$ cat config.mk
export PLATFORM = sky130hd
export DESIGN_NAME = mem_dma_engine_flat
export DESIGN_NICKNAME = d
export VERILOG_FILES = /design/src/rtl/mem_dma_engine_if.sv /design/src/rtl/mem_dma_engine.sv /design/src/flat_wrapper.sv
export SDC_FILE = /design/constraint.sdc
export NUM_CORES = 1
export LEC_CHECK = 0
export CAP_MARGIN = 20
export CORE_UTILIZATION = 40
export CTS_BUF_LIST = sky130_fd_sc_hd__clkbuf_4 sky130_fd_sc_hd__clkbuf_8 sky130_fd_sc_hd__clkbuf_16
export CTS_CLUSTER_DIAMETER = 120
export DETAILED_ROUTE_END_ITERATION = 12
export GPL_TIMING_DRIVEN = 0
export HOLD_SLACK_MARGIN = 0.05
export PLACE_DENSITY = 0.77
export SYNTH_ARGS = -nofsm -noshare
export SYNTH_HDL_FRONTEND = slang
export SYNTH_SLANG_ARGS = --single-unit
$ cat constraint.sdc
create_clock -name clk -period 4.71 [get_ports clk]
set_input_delay 0.942 -clock clk [delete_from_list [all_inputs] [get_ports clk]]
set_output_delay 0.942 -clock clk [all_outputs]
set_load 0.005 [all_outputs]
$ cat src/rtl/mem_dma_engine_if.sv
// Purpose     : memory-port bundle between the DMA initiator and the 256 x 8 data memory.
// Latency     : none; read data is a combinational function of mem_addr, writes commit on posedge.
// Backpressure: none; the memory accepts every strobe in the cycle it is presented.
// Ports       : mem_read/mem_write strobes, mem_addr, mem_wdata (initiator -> memory),
//               mem_rdata (memory -> initiator).
interface mem_dma_engine_if #(
    parameter int ADDR_W = 8,
    parameter int DATA_W = 8
);
    logic              mem_read;
    logic              mem_write;
    logic [ADDR_W-1:0] mem_addr;
    logic [DATA_W-1:0] mem_wdata;
    logic [DATA_W-1:0] mem_rdata;

    // Initiator side (the DMA engine).
    modport master (
        output mem_read,
        output mem_write,
        output mem_addr,
        output mem_wdata,
        input  mem_rdata
    );

    // Target side (the memory).
    modport slave (
        input  mem_read,
        input  mem_write,
        input  mem_addr,
        input  mem_wdata,
        output mem_rdata
    );
endinterface

$ cat src/rtl/mem_dma_engine.sv
// Purpose     : block copy (src -> dst) and block fill (constant -> dst) engine on the data-memory port.
// Latency     : start edge to done pulse is 2N+1 cycles for copy, N+1 for fill, 1 for a zero-length request.
// Backpressure: none; start is only honoured in IDLE and is dropped (not queued) while a transfer runs.
// Ports       : clk, reset (sync, active-low); start/mode/src_addr/dst_addr/length/fill_value request
//               fields sampled with start; mem_bus memory initiator port; busy, done, remaining status.
module mem_dma_engine #(
    parameter int ADDR_W = 8,
    parameter int DATA_W = 8
) (
    input  logic                clk,
    input  logic                reset,
    input  logic                start,
    input  logic                mode,
    input  logic [ADDR_W-1:0]   src_addr,
    input  logic [ADDR_W-1:0]   dst_addr,
    input  logic [ADDR_W:0]     length,
    input  logic [DATA_W-1:0]   fill_value,
    mem_dma_engine_if.master    mem_bus,
    output logic                busy,
    output logic                done,
    output logic [ADDR_W:0]     remaining
);

    typedef enum logic [1:0] {
        S_IDLE  = 2'd0,
        S_READ  = 2'd1,
        S_WRITE = 2'd2,
        S_DONE  = 2'd3
    } state_t;

    localparam logic [ADDR_W:0] REM_ONE = {{ADDR_W{1'b0}}, 1'b1};

    state_t            state_q;
    logic              mode_q;
    logic [ADDR_W-1:0] src_q;
    logic [ADDR_W-1:0] dst_q;
    logic [ADDR_W:0]   rem_q;
    logic              rd_q;
    logic              wr_q;
    logic [ADDR_W-1:0] addr_q;
    logic [DATA_W-1:0] wdata_q;
    logic              busy_q;
    logic              done_q;

    // Pointers wrap naturally at 2**ADDR_W.
    logic [ADDR_W-1:0] src_inc;
    logic [ADDR_W-1:0] dst_inc;
    assign src_inc = src_q + 1'b1;
    assign dst_inc = dst_q + 1'b1;

    // Every output is a register loaded with the value that belongs to the
    // state being entered, so nothing depends combinationally on inputs.
    // wdata_q doubles as the copy buffer: a byte read in READ is presented
    // unchanged in the following WRITE.
    always_ff @(posedge clk) begin
        if (!reset) begin
            state_q <= S_IDLE;
            mode_q  <= 1'b0;
            src_q   <= '0;
            dst_q   <= '0;
            rem_q   <= '0;
            rd_q    <= 1'b0;
            wr_q    <= 1'b0;
            addr_q  <= '0;
            wdata_q <= '0;
            busy_q  <= 1'b0;
            done_q  <= 1'b0;
        end else begin
            case (state_q)
                S_IDLE: begin
                    if (start) begin
                        mode_q <= mode;
                        src_q  <= src_addr;
                        dst_q  <= dst_addr;
                        rem_q  <= length;
                        if (length == '0) begin
                            state_q <= S_DONE;
                            done_q  <= 1'b1;
                        end else if (!mode) begin
                            state_q <= S_READ;
                            rd_q    <= 1'b1;
                            addr_q  <= src_addr;
                            busy_q  <= 1'b1;
                        end else begin
                            state_q <= S_WRITE;
                            wr_q    <= 1'b1;
                            addr_q  <= dst_addr;
                            wdata_q <= fill_value;
                            busy_q  <= 1'b1;
                        end
                    end
                end

                S_READ: begin
                    state_q <= S_WRITE;
                    src_q   <= src_inc;
                    wdata_q <= mem_bus.mem_rdata;
                    rd_q    <= 1'b0;
                    wr_q    <= 1'b1;
                    addr_q  <= dst_q;
                end

                S_WRITE: begin
                    dst_q <= dst_inc;
                    rem_q <= rem_q - 1'b1;
                    if (rem_q == REM_ONE) begin
                        state_q <= S_DONE;
                        wr_q    <= 1'b0;
                        addr_q  <= '0;
                        wdata_q <= '0;
                        busy_q  <= 1'b0;
                        done_q  <= 1'b1;
                    end else if (!mode_q) begin
                        // src_q already points at the next source byte.
                        state_q <= S_READ;
                        rd_q    <= 1'b1;
                        wr_q    <= 1'b0;
                        addr_q  <= src_q;
                        wdata_q <= '0;
                    end else begin
                        // Fill keeps the latched byte in wdata_q.
                        addr_q <= dst_inc;
                    end
                end

                S_DONE: begin
                    state_q <= S_IDLE;
                    done_q  <= 1'b0;
                end

                default: begin
                    state_q <= S_IDLE;
                    rd_q    <= 1'b0;
                    wr_q    <= 1'b0;
                    addr_q  <= '0;
                    wdata_q <= '0;
                    busy_q  <= 1'b0;
                    done_q  <= 1'b0;
                    rem_q   <= '0;
                end
            endcase
        end
    end

    assign mem_bus.mem_read  = rd_q;
    assign mem_bus.mem_write = wr_q;
    assign mem_bus.mem_addr  = addr_q;
    assign mem_bus.mem_wdata = wdata_q;
    assign busy              = busy_q;
    assign done              = done_q;
    assign remaining         = rem_q;

endmodule

$ cat src/flat_wrapper.sv
// flat-port wrapper written by rule: the top's interface ports become plain ports
module mem_dma_engine_flat 
#(
    parameter int ADDR_W = 8,
    parameter int DATA_W = 8
)
  (clk, reset, start, mode, src_addr, dst_addr, length, fill_value, busy, done, remaining, mem_bus_mem_read, mem_bus_mem_write, mem_bus_mem_addr, mem_bus_mem_wdata, mem_bus_mem_rdata);
  mem_dma_engine_if #(.ADDR_W(ADDR_W), .DATA_W(DATA_W)) mem_bus_i ();
  input  logic clk;
  input  logic reset;
  input  logic start;
  input  logic mode;
  input  logic [ADDR_W-1:0] src_addr;
  input  logic [ADDR_W-1:0] dst_addr;
  input  logic [ADDR_W:0] length;
  input  logic [DATA_W-1:0] fill_value;
  output logic busy;
  output logic done;
  output logic [ADDR_W:0] remaining;
  output wire logic [$bits(mem_bus_i.mem_read)-1:0] mem_bus_mem_read;
  output wire logic [$bits(mem_bus_i.mem_write)-1:0] mem_bus_mem_write;
  output wire logic [$bits(mem_bus_i.mem_addr)-1:0] mem_bus_mem_addr;
  output wire logic [$bits(mem_bus_i.mem_wdata)-1:0] mem_bus_mem_wdata;
  input wire logic [$bits(mem_bus_i.mem_rdata)-1:0] mem_bus_mem_rdata;
  assign mem_bus_mem_read = mem_bus_i.mem_read;
  assign mem_bus_mem_write = mem_bus_i.mem_write;
  assign mem_bus_mem_addr = mem_bus_i.mem_addr;
  assign mem_bus_mem_wdata = mem_bus_i.mem_wdata;
  assign mem_bus_i.mem_rdata = mem_bus_mem_rdata;
  mem_dma_engine #(.ADDR_W(ADDR_W), .DATA_W(DATA_W)) u_core (.clk(clk), .reset(reset), .start(start), .mode(mode), .src_addr(src_addr), .dst_addr(dst_addr), .length(length), .fill_value(fill_value), .mem_bus(mem_bus_i), .busy(busy), .done(done), .remaining(remaining));
endmodule
==> impl_metrics.csv <==
group,metric,value,unit
clocking,root_buffer,"clkbuf_8",
routing,drt-initial-drc-count,364,
placed_design,dp_slack,1.842,ns
logic_synthesis,synth_xor_area_share,0.8314,%
logic_synthesis,ys_seq_area_share,30.40,%
sta,layout_min_cycle_time,2.612,ns
global_route,grt_start_max_net_pins,15,
critical_path,critPathArrivalTime,2.85,ns
global_route,track_usage,24.69,%
clocking,cts_resized,0,
sta,max_freq,0.3829,GHz
sta,drv_slew,0,
routing,drt_wl_total,10110,um
global_route,antenna_found_initial,0,
sta,clock_skew,0.01343,ns
logic_synthesis,synth_adder_area_share,3.959,%
clocking,cts.sinks,48,
placed_design,gp_congestion,0.8981,
logic_synthesis,yosysWarnings,0,
clocking,insertion_delay,0.32,ns
logic_synthesis,synth_compound_area_share,30.13,%
finish,nNetsFinal,538,
routing,avgViaCountPerCell,5.940,
finish,n_fill_cell,758,
logic_synthesis,synth_cell_type_count,64,
sta,final_hold_viol_count,0,
clocking,htreeDepth,2,
sta,hold_ws,0.4676,ns
critical_path,end_kind,"flop",
logic_synthesis,synth.net_count,459,
power,leakagePower,1.479,nW
die,ios,74,
sta,rsz0062_at_grt,"false",
sta,post-route-period-util,55.45,%
die,dieHeight,90.89,um
clocking,post-cts-setup-buffers,0,
critical_path,critPathLaunchType,"input port",
logic_synthesis,avgSynthCellArea,7.823,sq um
routing,routedWlPerCell,17.25,um
logic_synthesis,async_flop_share,0,%
logic_synthesis,synth_area,3161,sq um
global_route,grt_pass1_wl,16530,um
finish,insertedDiodeCount,0,
clocking,clockBufferDepth,2,
power,powerDensity,621.6,nW/um^2
die,coreArea,7687,sq um
die,die_area,8261,sq um
critical_path,rrSetupSlack,2.54,ns
critical_path,critPathMaxStageDelay,0.65,ns
clocking,path_clk_slew,0.09,ns
routing,route.detailed.drc,0,
critical_path,worstPathCellList,"clkdlybuf4s50_1, nor2b_1, a311oi_2, buf_2, buf_4, o21ai_0, a21oi_1",
sta,slew-limit-headroom,56.52,%
global_route,gr-total-overflow,0,
critical_path,critical_path.max_fanout,10,
finish,drive_above_1_share,8.058,%
logic_synthesis,synth_ff_type,"dfxtp_1",
critical_path,cpMaxStageDelayCell,"clkdlybuf4s50_1",
placed_design,port-buffer-count,72,
finish,area_growth,30.36,%
logic_synthesis,synth_simple_gate_area_share,20.78,%
global_route,grt_pass1_vias,3261,
routing,vias,3481,
finish,multiInputGateArea,2007,sq um
sta,tns,0,ns
clocking,cts_tree,"built",
routing,drt_first_pass_iters,7,
finish,regArea,960.9,sq um
run_status,status,"finished, final reports clean",
finish,fin_util,53.60,%
logic_synthesis,synth.mux.area_fraction,7.799,%
die,start_util,41.11,%
sta,fin_ws,2.098,ns
die,die_width,90.89,um
logic_synthesis,synthCells,404,
logic_synthesis,synth_top_family_by_area,"compound AO/OA/AOI/OAI gates",
power,peakVddDrop,0.0002947,V
sta,worstMarginPinSlew,0.6522,ns
die,rows,32,
critical_path,required,4.95,ns
logic_synthesis,synth-edff-count,0,
placed_design,hpwl,7450,um
clocking,cts_buffers,5,
routing,antenna_left,0,
clocking,ctsHoldBuffers,0,
hold_path,min_path_type,"flop to flop",
sta,setup-violations-final,0,
logic_synthesis,ys_ff_latch,48,
run,max_cap_viol_count,0,
critical_path,critPathKind,"input port to flop",
final timing paths:
| kind | startpoint | endpoint | depth (start not counted) |
|---|---|---|---|
| worst max-delay path | start | u_core.mem_bus.mem_addr[1] | 7 |
| worst min register to register | u_core.done | u_core.done | 2 |
| worst min-delay path | u_core.done | u_core.done | 2 |
| worst max register to register | u_core.state_q[0] | u_core.dst_q[6] | 7 |
registers in the layout, summed over array words and instances (netlist names):
signal,count
u_core.busy,1
u_core.done,1
u_core.dst_q,8
u_core.mem_bus.mem_addr,8
u_core.mem_bus.mem_read,1
u_core.mem_bus.mem_wdata,8
u_core.mem_bus.mem_write,1
u_core.mode_q,1
u_core.remaining,9
u_core.src_q,8
u_core.state_q,2
placed cells by master, fill, tap and decap left out, types with 3 or more instances in the layout:
cell type | Yosys | layout
buf_2 | 10 | 10
a21o_1 | 4 | 4
nor4_1 | 3 | 3
a31oi_1 | 12 | 12
and3_1 | 3 | 3
nand2b_1 | 3 | 3
clkbuf_1 | 18 | 18
ha_1 | 10 | 10
o22ai_1 | 3 | 3
o21a_1 | 4 | 4
clkbuf_8 | 0 | 5
o32ai_1 | 4 | 4
nand2_1 | 51 | 51
dfxtp_1 | 48 | 48
clkdlybuf4s50_1 | 0 | 72
a211o_1 | 5 | 5
o211ai_1 | 8 | 8
mux2i_1 | 21 | 21
nor3_1 | 6 | 6
inv_1 | 8 | 8
nand3_1 | 11 | 11
a211oi_1 | 6 | 6
o21ai_0 | 33 | 33
nor2b_1 | 10 | 10
a21oi_1 | 39 | 39
nor2_1 | 27 | 27
o2bb2ai_1 | 3 | 3
cell usage after synthesis (6+ instances only):
cell type	count	area share, %
a31oi_1	12	2.4
nor2b_1	10	2.0
mux2i_1	21	6.7
nand3_1	11	1.7
ha_1	10	4.0
o211ai_1	8	1.9
clkbuf_1	18	2.1
a21oi_1	39	6.2
nor2_1	27	3.2
nand2_1	51	6.1
buf_2	10	1.6
o21ai_0	33	5.2
a211oi_1	6	1.4
inv_1	8	0.95
nor3_1	6	0.95
dfxtp_1	48	30
report_power, final:
part           internal [mW]  total (mW)  leakage [nW]  switching, mW
combinational          0.670        1.52          1.02          0.849
clock                  0.164       0.311        0.0586          0.148
sequential             0.568       0.731         0.396          0.163
per-layer routing:
| layer | global-route usage, % | vias up | routed length, um |
|---|---|---|---|
| met5 | 0 | - | 0 |
| met4 | 8.201 | 0 | 161 |
| met3 | 4.377 | 13 | 686 |
| met2 | 40.53 | 174 | 4725 |
| met1 | 32.58 | 1642 | 4536 |
| li1 | - | 1652 | - |
metrics by stage:
step / area (sq um) / power, mW / std cells
6_report: 4120 / 2.561 / 586
5_1_grt: 4120 / 2.750 / 586
4_1_cts: 4120 / 2.542 / 586
3_5_place_dp: 4009 / 2.227 / 578
3_3_place_gp: 4009 / 2.190 / 578
2_1_floorplan: 3161 / 1.673 / 404
area by class of cell:
cell class                 count  share of cell area (%)
inverter                      11                   1.002
tap                          102                   3.097
clock buffer                   6                   1.852
clock inverter                 2                  0.8503
timing repair buffer          72                   17.49
buffer                        33                   3.674
multi-input combinational    312                   48.71
sequential                    48                   23.32
critical path, delay by kind of cell:
kind,cells,cell delay (ns)
simple gates,1,0.18
compound gates,3,0.60
buf+inv,3,1.12
cell families (layout without fill, tap and decap cells):
kind of cell	after synthesis	after routing
compound gates	144	144
xor+xnor	3	3
fa+ha+maj	10	10
buf+inv	44	124
flops	48	48
mux	24	24
simple gates	131	131
Note: power is estimated with default switching activity, not from simulation.
==> RTL change 1, RTL diff (config.mk and constraints unchanged) <==
`ADDR_W` is set to 8 in 3 places; all go to 6.
--- a/src/rtl/mem_dma_engine_if.sv
+++ b/src/rtl/mem_dma_engine_if.sv
@@ -6,3 +6,3 @@
 interface mem_dma_engine_if #(
-    parameter int ADDR_W = 8,
+    parameter int ADDR_W = 6,
     parameter int DATA_W = 8
--- a/src/rtl/mem_dma_engine.sv
+++ b/src/rtl/mem_dma_engine.sv
@@ -6,3 +6,3 @@
 module mem_dma_engine #(
-    parameter int ADDR_W = 8,
+    parameter int ADDR_W = 6,
     parameter int DATA_W = 8
--- a/src/flat_wrapper.sv
+++ b/src/flat_wrapper.sv
@@ -3,3 +3,3 @@
 #(
-    parameter int ADDR_W = 8,
+    parameter int ADDR_W = 6,
     parameter int DATA_W = 8
Interface: changed (5 resized); port bits go from 74 to 64. The function was not compared with the original's and may differ.
==> RTL change 1 against the original RTL <==
- setup slack better by 0.24 ns
- largest power group unchanged
- sequential cell count fell by 8
- combinational power is 27% lower
- final area down 17%
- critical path type unchanged
- fmax increased by 10%
- critical path depth decreased by 2
- total power decreased by 23%
- register-to-register slack barely moved
- worst hold slack lost 0.0063 ns
- first-iteration DRC count fell by 53%
- global-route usage decreased by 1.6 points
- synthesized area is 16% lower
- wire length decreased by 23%
- non-clock buffer count fell by 21
==> RTL change 1: results (changes against the original RTL) <==
[run_status]
status=completed

[setup_path]
cp_data_arrival_time_ns=2.61  ; -0.24 ns
slowest_delay_ns=0.58  ; -0.07 ns
cpMaxStageDelayCell=or4_4
path_delay_family=simple AND/OR/NAND/NOR gates
rrSetupSlack_ns=2.55  ; about the same
reg2reg_depth=8  ; +1
critical_path_peak_fanout=4  ; -6

[finish]
layout-drive-gt1-share=0.0835  ; +0.00296
largest_reg_flops=8  ; -1
fin_cells=484  ; -17%
final_nets=455  ; -15%
fillCellCount=606  ; -20%

[placed_design]
dp_hpwl_um=5530  ; -26%
dpl_cell_area_sq_um=3340  ; -17%
place.gp.congestion=0.916  ; +2.0%
port-buffer-count=60  ; -17%

[clocking]
htree_levels=2  ; unchanged
cts_max_path_buffers=2  ; unchanged
post_cts_buffers=0  ; unchanged
root_buffer=clkbuf_8
clk_latency_ns=0.30  ; -0.02 ns

[synthesis]
synth.net_count=388  ; -15%
ys_seq_area_frac=0.302  ; -0.00158
ys_warn_count=0  ; unchanged
postSynthCellCount=339  ; -16%
netlist_top_cells_area=dfxtp_1 30%, mux2i_1 8.3%, o21ai_0 6.8%
synth.top_cells.by_count=40 x dfxtp_1, 37 x nand2_1, 36 x o21ai_0, 22 x mux2i_1, 21 x a21oi_1
post_synth_num_cell_types=52  ; -19%

[power]
powerClk_mw=0.247  ; -21%
swShare=0.430  ; -0.0230
p_comb_mw=1.11  ; -27%
irDropWorstVdd_mv=0.309  ; +5.0%
p_leak_nw=1.36  ; -8.3%

[global_route]
gr-total-overflow=0  ; unchanged
grt_pass1_vias=2675  ; -18%
grt_max_degree=13  ; -2
met3_usage=0.0457  ; +0.00195
grt.met1_usage=0.299  ; -0.0267
grt_usage=0.231  ; -0.0157
grt_use_met2=0.383  ; -0.0223
grt_pass1_wl_um=13100  ; -20%
antenna_found_initial=0  ; unchanged

[sta]
worstMarginPinSlew_ns=0.722  ; +0.0699 ns
skew_ns=0.00662  ; -0.00682 ns
period_share=0.504  ; -0.0503

[routing]
top_layer_used=met4
drtIter0Drc=171  ; -53%
route.met3.wl_um=511  ; -26%
first_pass_iters=5  ; -2
wl_um=7780  ; -23%
drt-met1-wl_um=3450  ; -24%
num_vias=2843  ; -18%
wl_met2_um=3620  ; -23%

[worst_hold_path]
worst_hold_path_type=reg -> reg

## RTL change 1: cell count changes after synthesis, moves of 6 or more
cell / before / now
inv_1: 8 / 20
nor2_1: 27 / 16
o211ai_1: 8 / 2
dfxtp_1: 48 / 40
nand2_1: 51 / 37
nand3_1: 11 / 18
a21oi_1: 39 / 21
## RTL change 1: final cells by class
cell class,instances,area share
plain buffers,24,0.0317
repair buffers,60,0.175
flip-flops and latches,40,0.233
multi-input cells,255,0.484
inverters,20,0.0218
clock inverters,2,0.00291
well taps,77,0.0280
clock buffers,6,0.0240
## RTL change 1: cells by family after synthesis
group                      after synthesis  share of synthesized area
DFF                                     40                      0.302
muxes                                   24                     0.0917
xor gates and xnor gates                 3                    0.00993
adders and majority gates               10                     0.0473
buffers and inverters                   44                     0.0695
and+or+nand+nor                        108                      0.208
AOI/OAI and AO/OA                      110                      0.271
## RTL change 1: per-stage QoR
| step | worst slack (ns) | hold WS [ns] | power (mW) | utilization |
|---|---|---|---|---|
| 3_3_place_gp | 2.04 | 0.445 | 1.68 | 0.524 |
| 3_5_place_dp | 2.03 | 0.458 | 1.69 | 0.524 |
| 5_1_grt | 2.27 | 0.489 | 2.11 | 0.538 |
| 2_1_floorplan | 2.58 | 0.451 | 1.28 | - |
| 6_report | 2.34 | 0.461 | 1.96 | 0.538 |
| 4_1_cts | 2.32 | 0.472 | 1.95 | 0.538 |
## RTL change 1: worst paths after layout
kind,from,end
worst min-delay path,u_core.done$_SDFFE_PN0P_,u_core.done$_SDFFE_PN0P_
worst max register to register,u_core.state_q[0]$_SDFFE_PN0P_,u_core.mem_bus.mem_addr[4]$_SDFFE_PN0P_
worst max-delay path,length[2],u_core.done$_SDFFE_PN0P_
worst min register to register,u_core.done$_SDFFE_PN0P_,u_core.done$_SDFFE_PN0P_
==> RTL change 2, RTL diff (same settings) <==
Made on the original files. Encoding of `state_t`: now one-hot (4 bits for 4 states).
--- a/src/rtl/mem_dma_engine.sv
+++ b/src/rtl/mem_dma_engine.sv
@@ -23,7 +23,7 @@
 
-    typedef enum logic [1:0] {
-        S_IDLE  = 2'd0,
-        S_READ  = 2'd1,
-        S_WRITE = 2'd2,
-        S_DONE  = 2'd3
+    typedef enum logic [3:0] {
+        S_IDLE  = 4'b0001,
+        S_READ  = 4'b0010,
+        S_WRITE = 4'b0100,
+        S_DONE  = 4'b1000
     } state_t;
Check against the original RTL: same outputs for any inputs over 10 cycles, from zero or initial values and one cycle with reset low; not proved beyond that.
==> RTL change 2 against the original RTL <==
- wire length decreased by 5.4%
- clock power rose by 2%
- largest power group unchanged
- sequential cell count is 2 higher
- total power is 8.8% lower
- setup slack worse by 0.21 ns
- synthesized area shrank 3.0%
- final area is 2.6% lower
- count of clock-buffer cells in the layout unchanged
- highest routed layer unchanged
==> RTL change 2: results (changes against the original RTL) <==
[placed_design]
dp_hpwl_um=7070  ; -5.1%
place.gp.congestion=0.984  ; +9.5%
dp.cells=548  ; -5.2%
port-buffer-count=71  ; -1.4%
dpl_cell_area_sq_um=3900  ; -2.7%

[sta]
relSlewSlack=0.508  ; -0.0573
skew_ns=0.0117  ; -0.00175 ns

[synthesis]
synth.net_count=427  ; -7.0%
synth-compound-area-share=0.294  ; -0.00698
synthAdderAreaFrac=0.0163  ; -0.0233
synth_mux_area_frac=0.0380  ; -0.0400
synth_xor_area_frac=0.0229  ; +0.0145
synth.top_cells.by_count=50 x dfxtp_1, 49 x nor2_1, 45 x nand2_1, 28 x o21ai_0, 18 x a21oi_1
ys_seq_area_frac=0.327  ; +0.0225
synth.avg_cell_area_sq_um=8.11  ; +3.7%
post_synth_num_cell_types=62  ; -3.1%
netlist_top_cells_area=dfxtp_1 33%, nor2_1 6.0%, nand2_1 5.5%

[setup_path]
startpoint=length[1]
r2r-end=u_core.src_q[1]$_SDFFE_PN0P_
rrSetupSlack_ns=2.53  ; about the same
reg2reg_depth=5  ; -2
r2r_start=u_core.state_q[0]$_SDFFE_PN1P_
cpMaxStageDelayCell=nor4_1
cp_data_arrival_time_ns=3.04  ; +0.19 ns

[routing]
post_drt_via_cell_ratio=5.94  ; about the same
wire_per_inst_um=17.2  ; -0.16%
wl_um=9560  ; -5.4%
drtIter0Drc=356  ; -2.2%

[worst_hold_path]
hold_depth=1  ; -1
min_from=u_core.mem_bus.mem_read$_SDFFE_PN0P_
holdPathEnd=u_core.mem_bus.mem_read$_SDFFE_PN0P_

[finish]
diodes=0  ; unchanged
fillCellCount=690  ; -9.0%
layout-drive-gt1-share=0.105  ; +0.0247
final_nets=505  ; -6.1%

[power]
irDropWorstVdd_mv=0.239  ; -19%
power.switching_mw=0.974  ; -16%
p_leak_nw=1.49  ; +0.93%

[global_route]
grt_pass1_wl_um=15000  ; -9.1%
grt_pass1_vias=2983  ; -8.5%
grt_usage=0.245  ; -0.00173

[run_status]
status=completed

[clocking]
post_cts_buffers=0  ; unchanged

RTL change 2: cell type report:
class | instances | area [sq um] | area share
plain buffers | 33 | 188 | 0.0468
clock buffers | 6 | 82.6 | 0.0206
clock inverters | 1 | 30.0 | 0.00748
inverters | 6 | 22.5 | 0.00561
multi-input cells | 289 | 1850 | 0.462
flip-flops and latches | 50 | 1000 | 0.249
well taps | 99 | 124 | 0.0309
repair buffers | 71 | 711 | 0.177
RTL change 2: stage by stage:
stage | power, mW | util | worst slack, ns
floorplan | 1.53 | - | 2.44
global placement | 1.98 | 0.532 | 1.68
detailed placement | 2.01 | 0.532 | 1.62
CTS | 2.33 | 0.547 | 1.93
global route | 2.51 | 0.547 | 1.77
finish | 2.34 | 0.547 | 1.88
RTL change 2: power by group through the flow:
stage | clock network (mW) | registers (mW) | logic, mW
global route | 0.340 | 0.746 | 1.43
finish | 0.318 | 0.724 | 1.29
floorplan | 0 | 0.713 | 0.821
detailed placement | 0 | 0.730 | 1.28
CTS | 0.322 | 0.722 | 1.29
global placement | 0 | 0.724 | 1.26
RTL change 2: worst max-delay path, delay by kind of cell:
kind / cells / cell delay, ns
buf+inv: 3 / 0.77
compound gates: 1 / 0.22
simple gates: 3 / 1.10
RTL change 2: kinds of logic (layout without fill, tap and decap cells):
family	after synthesis	after routing
compound gates	126	126
xor+xnor	8	8
fa+ha+maj	4	4
buf+inv	39	117
flops	50	50
mux	11	11
simple gates	140	140
RTL change 2: routing by layer:
| metal | routed length [um] | global-route usage |
|---|---|---|
| met5 | 0 | 0 |
| met4 | 215 | 0.0808 |
| met3 | 600 | 0.0342 |
| met2 | 4590 | 0.404 |
| met1 | 4150 | 0.329 |
RTL change 2: how the worst max path moves through the flow:
stage / slack [ns] / cells past startpoint / to
6_report: 1.88 / 7 / u_core.mem_bus.mem_addr[2]$_SDFFE_PN0P_
5_1_grt: 1.77 / 7 / u_core.mem_bus.mem_addr[0]$_SDFFE_PN0P_
4_1_cts: 1.93 / 7 / u_core.mem_bus.mem_addr[2]$_SDFFE_PN0P_
3_5_place_dp: 1.62 / 8 / u_core.mem_bus.mem_addr[2]$_SDFFE_PN0P_
3_3_place_gp: 1.68 / 7 / u_core.mem_bus.mem_addr[1]$_SDFFE_PN0P_
2_1_floorplan: 2.44 / 7 / u_core.mem_bus.mem_wdata[6]$_SDFFE_PN0P_
